### config.mk
export PLATFORM = sky130hd
export DESIGN_NAME = spi_slave_ctrl
export DESIGN_NICKNAME = d
export VERILOG_FILES = /design/src/rtl/spi_slave_ctrl.sv
export SDC_FILE = /design/constraint.sdc
export NUM_CORES = 1
export LEC_CHECK = 0
export BUFFER_PORTS_ARGS = -buffer_cell sky130_fd_sc_hd__buf_4
export CAP_MARGIN = 30
export CORE_ASPECT_RATIO = 0.5
export CORE_MARGIN = 3
export CORE_UTILIZATION = 40
export DETAILED_ROUTE_END_ITERATION = 12
export PLACE_DENSITY = 0.69
export SETUP_SLACK_MARGIN = 0.15
export SYNTH_ARGS = -nofsm -noshare
export SYNTH_HDL_FRONTEND = slang
export SYNTH_SLANG_ARGS = --single-unit
export TNS_END_PERCENT = 20
### constraint.sdc
create_clock -name clk -period 2.5 [get_ports clk]
set_input_delay 0.125 -clock clk [delete_from_list [all_inputs] [get_ports clk]]
set_output_delay 0.125 -clock clk [all_outputs]
set_load 0.02 [all_outputs]
### src/rtl/spi_slave_ctrl.sv
// spi_slave_ctrl: SPI slave that deserialises MSB-first command frames and serialises read data back
// Ports: clk/rst_n system clock and async active-low reset; ss_n/mosi/miso SPI pins;
//        rx_data/rx_valid completed {cmd,payload} word and its one-cycle strobe;
//        tx_data/tx_valid read data from RAM; busy state != IDLE; frame_err abort/bad-cmd/timeout pulse
module spi_slave_ctrl #(
  parameter int DATA_W     = 8,
  parameter int TX_TIMEOUT = 16
) (
  input  logic              clk,
  input  logic              rst_n,
  input  logic              ss_n,
  input  logic              mosi,
  output logic              miso,
  output logic [DATA_W+1:0] rx_data,
  output logic              rx_valid,
  input  logic [DATA_W-1:0] tx_data,
  input  logic              tx_valid,
  output logic              busy,
  output logic              frame_err
);
  typedef enum logic [2:0] {IDLE, CHK_CMD, WRITE, READ_ADD, READ_DATA, WAIT_TX, SEND, DONE} state_t;
  localparam int CW = ($clog2(DATA_W + 1) > 8) ? $clog2(DATA_W + 1) : 8;
  state_t            state, state_nx;
  logic [CW-1:0]     cnt, cnt_nx;
  logic [DATA_W:0]   rx_sr, rx_sr_nx;
  logic [DATA_W-1:0] tx_sr, tx_sr_nx;
  logic [DATA_W+1:0] rx_data_nx, word;
  logic              miso_nx, rx_valid_nx, frame_err_nx, seen, seen_nx, ok;
  assign busy = state != IDLE;
  // full frame as it stands on the edge that samples the last bit
  assign word = {rx_sr, mosi};
  // READ_ADD needs bit DATA_W clear, READ_DATA needs it set, WRITE takes either
  assign ok = (state == WRITE) || ((state == READ_DATA) == word[DATA_W]);
  always_comb begin
    state_nx     = state;
    cnt_nx       = cnt;
    rx_sr_nx     = rx_sr;
    tx_sr_nx     = tx_sr;
    miso_nx      = 1'b0;
    rx_data_nx   = rx_data;
    rx_valid_nx  = 1'b0;
    frame_err_nx = 1'b0;
    seen_nx      = seen;
    case (state)
      IDLE: begin
        cnt_nx   = '0;
        state_nx = ss_n ? IDLE : CHK_CMD;
      end
      CHK_CMD: begin
        rx_sr_nx = {rx_sr[DATA_W-1:0], mosi};
        cnt_nx   = '0;
        state_nx = ss_n ? IDLE : !mosi ? WRITE : seen ? READ_DATA : READ_ADD;
      end
      WRITE, READ_ADD, READ_DATA: begin
        if (ss_n) begin
          state_nx     = IDLE;
          frame_err_nx = 1'b1;
        end else if (cnt == CW'(DATA_W)) begin
          cnt_nx = '0;
          if (ok) begin
            rx_data_nx  = word;
            rx_valid_nx = 1'b1;
            seen_nx     = (state == READ_ADD) ? 1'b1 : (state == READ_DATA) ? 1'b0 : seen;
            state_nx    = (state == READ_DATA) ? WAIT_TX : DONE;
          end else begin
            frame_err_nx = 1'b1;
            state_nx     = DONE;
          end
        end else begin
          rx_sr_nx = {rx_sr[DATA_W-1:0], mosi};
          cnt_nx   = cnt + 1'b1;
        end
      end
      WAIT_TX: begin
        if (ss_n) begin
          state_nx     = IDLE;
          frame_err_nx = 1'b1;
        end else if (tx_valid) begin
          // MSB goes out on the latching edge; tx_sr keeps the remaining bits left-aligned
          tx_sr_nx = tx_data << 1;
          miso_nx  = tx_data[DATA_W-1];
          cnt_nx   = '0;
          state_nx = SEND;
        end else if (cnt == CW'(TX_TIMEOUT - 1)) begin
          frame_err_nx = 1'b1;
          state_nx     = DONE;
        end else begin
          cnt_nx = cnt + 1'b1;
        end
      end
      SEND: begin
        if (ss_n) begin
          state_nx     = IDLE;
          frame_err_nx = 1'b1;
        end else if (cnt == CW'(DATA_W - 1)) begin
          state_nx = DONE;
        end else begin
          miso_nx  = tx_sr[DATA_W-1];
          tx_sr_nx = tx_sr << 1;
          cnt_nx   = cnt + 1'b1;
        end
      end
      DONE: state_nx = ss_n ? IDLE : DONE;
      default: state_nx = IDLE;
    endcase
  end
  always_ff @(posedge clk or negedge rst_n) begin
    if (!rst_n) begin
      state     <= IDLE;
      cnt       <= '0;
      rx_sr     <= '0;
      tx_sr     <= '0;
      miso      <= 1'b0;
      rx_data   <= '0;
      rx_valid  <= 1'b0;
      frame_err <= 1'b0;
      seen      <= 1'b0;
    end else begin
      state     <= state_nx;
      cnt       <= cnt_nx;
      rx_sr     <= rx_sr_nx;
      tx_sr     <= tx_sr_nx;
      miso      <= miso_nx;
      rx_data   <= rx_data_nx;
      rx_valid  <= rx_valid_nx;
      frame_err <= frame_err_nx;
      seen      <= seen_nx;
    end
  end
endmodule

==> flow_summary.ini <==
[status]
status = finished clean

[global_route]
grtUsageTotal = 0.146
grt_pass1_wl_um = 7060
antenna_found_initial = 0
overflow = 0
grt_max_degree = 42
grt_pass1_vias = 1432

[floorplanning]
coreArea_um2 = 4720
initial_core_util = 0.446
ioPinCount = 27
row_count = 17
die_w_um = 109
die_area_um2 = 6220
die_h_um = 57.3

[routing]
ant_nets = 0
drc = 0
met1_length_um = 2090
routed.top_layer = met4
avgRoutedWirePerCell_um = 14.6
viasPerCell = 5.34
route.vias.total = 1526
drt-pass1-iter-count = 4
wl_met2_um = 1880
routed_wl_um = 4180
routed-wl-met3_um = 146
drtIter0Drc = 81

[placement]
dp_hpwl_um = 2920
postPlaceCellArea_um2 = 2370
place_congestion = 0.883
io_buffer_count = 26

[setup_path]
required_ns = 2.69
worstPathArrival_ns = 2.43
timing_worst_setup_path_type = reg2reg
crit_path_start_kind = flop
critPathMaxFanout = 7
rrSetupSlack_ns = 0.26
r2r-end = state[0]
cp-end-kind = flop
worstRegToRegCells = 6
worstReg2RegStart = cnt[5]

[clocking]
clk-insertion-delay-late_ns = 0.30
cts_tree = done
clock-sinks = 41
clkTransAtPathRegs_ns = 0.08
cts_max_path_buffers = 2
numCtsBuffers = 5
htree_levels = 2
cts-root-buf = clkbuf_8

[sta]
drv_slew = 0
period_minus_slack_ns = 2.24
clock.fmax_mhz = 446
relSlewSlack = 0.622
fin_crit_sh = 0.897
fin_skew_ns = 0.0108
fin_setup_tns_ns = 0
rsz0062_at_grt = no
hold_viol = 0
finalSetupViolations = 0
worstMarginPinSlew_ns = 0.567

[pwr]
p_leak_nw = 1.12
powerDensity_nw_per_um2 = 998
ir_drop_v = 0.000418
power_mw = 2.48

[synthesis]
synth.yosys.seq_area_share = 0.487
synthFlopType = dfrtp_1
syn_area_per_cell_um2 = 11.2
async_flop_share = 1.00
synth_nets = 203
yosysUniqueCellTypes = 45
yosys_warnings = 0
synth-seq-cells = 41
synth_cells = 188
synth-edff-count = 0
netlist_area_um2 = 2110

[cells_and_area]
n_fill_cell = 436
final_cell_area_um2 = 2480
num_antenna_cells = 0
area_growth_syn_to_layout_pct = 18.0
final_common_cell = dfrtp_1
layout_common_cells = 41 x dfrtp_1, 32 x mux2_2, 30 x buf_4, 16 x nand2_1, 11 x o21ai_0
nets = 234
drive_above_1_share = 0.368

[min_path]
hold_depth = 2
min_to = miso
hold_path.class = in2reg
hp-start = tx_data[7]

[flow_run]
max_cap_viol_count = 0
-- layer usage --
metal | vias to the layer above | global-route usage
met3 | 6 | 0.0362
li1 | 756 | -
met5 | - | 0
met1 | 740 | 0.207
met2 | 24 | 0.207
met4 | 0 | 0.0719
-- state kept, by name, summed over array words and instances, names as in the netlist --
name / cells
frame_err: 1
rx_sr: 9
rx_valid: 1
tx_sr: 7
state: 3
rx_data: 10
miso: 1
cnt: 8
seen: 1
-- final cells by class --
class	instances	area [um^2]	share of cell area
well taps	66	82.6	0.0332
clock inverters	3	21.3	0.00856
multi-input cells	133	1020	0.412
repair buffers	31	235	0.0947
clock buffers	5	68.8	0.0277
inverters	7	26.3	0.0106
flip-flops and latches	41	1030	0.413
-- through the flow --
| stage | hold slack, ns | setup WS, ns | util | std cells |
|---|---|---|---|---|
| floorplan | -0.171 | 0.441 | - | 188 |
| global placement | 0.132 | 0.235 | 0.502 | 276 |
| detailed placement | 0.138 | 0.153 | 0.502 | 276 |
| CTS | 0.0579 | 0.142 | 0.524 | 285 |
| global route | 0.0660 | 0.196 | 0.526 | 286 |
| finish | 0.0621 | 0.258 | 0.526 | 286 |
-- worst max-delay path by stage --
stage                     startpoint       end  slack (ns)  cells after the start
after floorplan               cnt[5]  tx_sr[2]        0.44                      4
after global placement        cnt[5]  rx_sr[4]        0.24                      6
after detailed placement      cnt[4]  rx_sr[6]        0.15                      6
after CTS                     cnt[4]  rx_sr[1]        0.14                      6
after global routing          cnt[5]  state[0]        0.20                      6
final                         cnt[5]  state[0]        0.26                      6
-- report_power, final --
part	switching [mW]	internal [mW]
combinational	0.495	0.480
sequential	0.206	0.850
clock	0.249	0.198
total	0.950	1.53
-- Yosys cell counts, types with 2 or more instances --
cell type   n  area (um^2)
or4_1       2         15.0
dfrtp_1    41         1030
o31ai_1     2         15.0
nand2b_1    6         37.5
nand2_1    15         56.3
a31oi_1     3         18.8
nor2_1      8         30.0
mux2_2     32          360
nor2_2      2         12.5
clkbuf_1    5         18.8
ha_1        2         25.0
nand3_1     7         35.0
o22ai_1     3         18.8
a2bb2oi_1   2         17.5
nor2b_1     3         18.8
a22o_1      4         35.0
o21ai_0    11         55.1
nor3_1      4         20.0
inv_1       7         26.3
a21oi_1     4         20.0
-- worst max-delay path, stage by stage (launching register included) --
cell and delay [ns]:
dfrtp_1 0.43, or4_4 0.59, buf_4 0.19, nor4_4 0.23
o22a_2 0.28, nor2_2 0.11, mux2_4 0.30
-- kinds of logic after synthesis --
group / synth area share
adder cells (fa/ha/maj): 0.0119
buffers and inverters: 0.0321
flip-flops: 0.487
AO/OA/AOI/OAI: 0.148
AND/OR/NAND/NOR: 0.143
multiplexers: 0.178
-- timing repair --
item | CTS | global route
hold buffers | 1 | 0
setup buffers | 0 | 0
endpoints found under the hold margin | 41 | 0
gates resized for setup | 0 | 2
pin swaps | 0 | 2
endpoints found under the setup margin | 6 | 15
gates cloned | 0 | 1
Note: power is estimated with default switching activity, not from simulation.
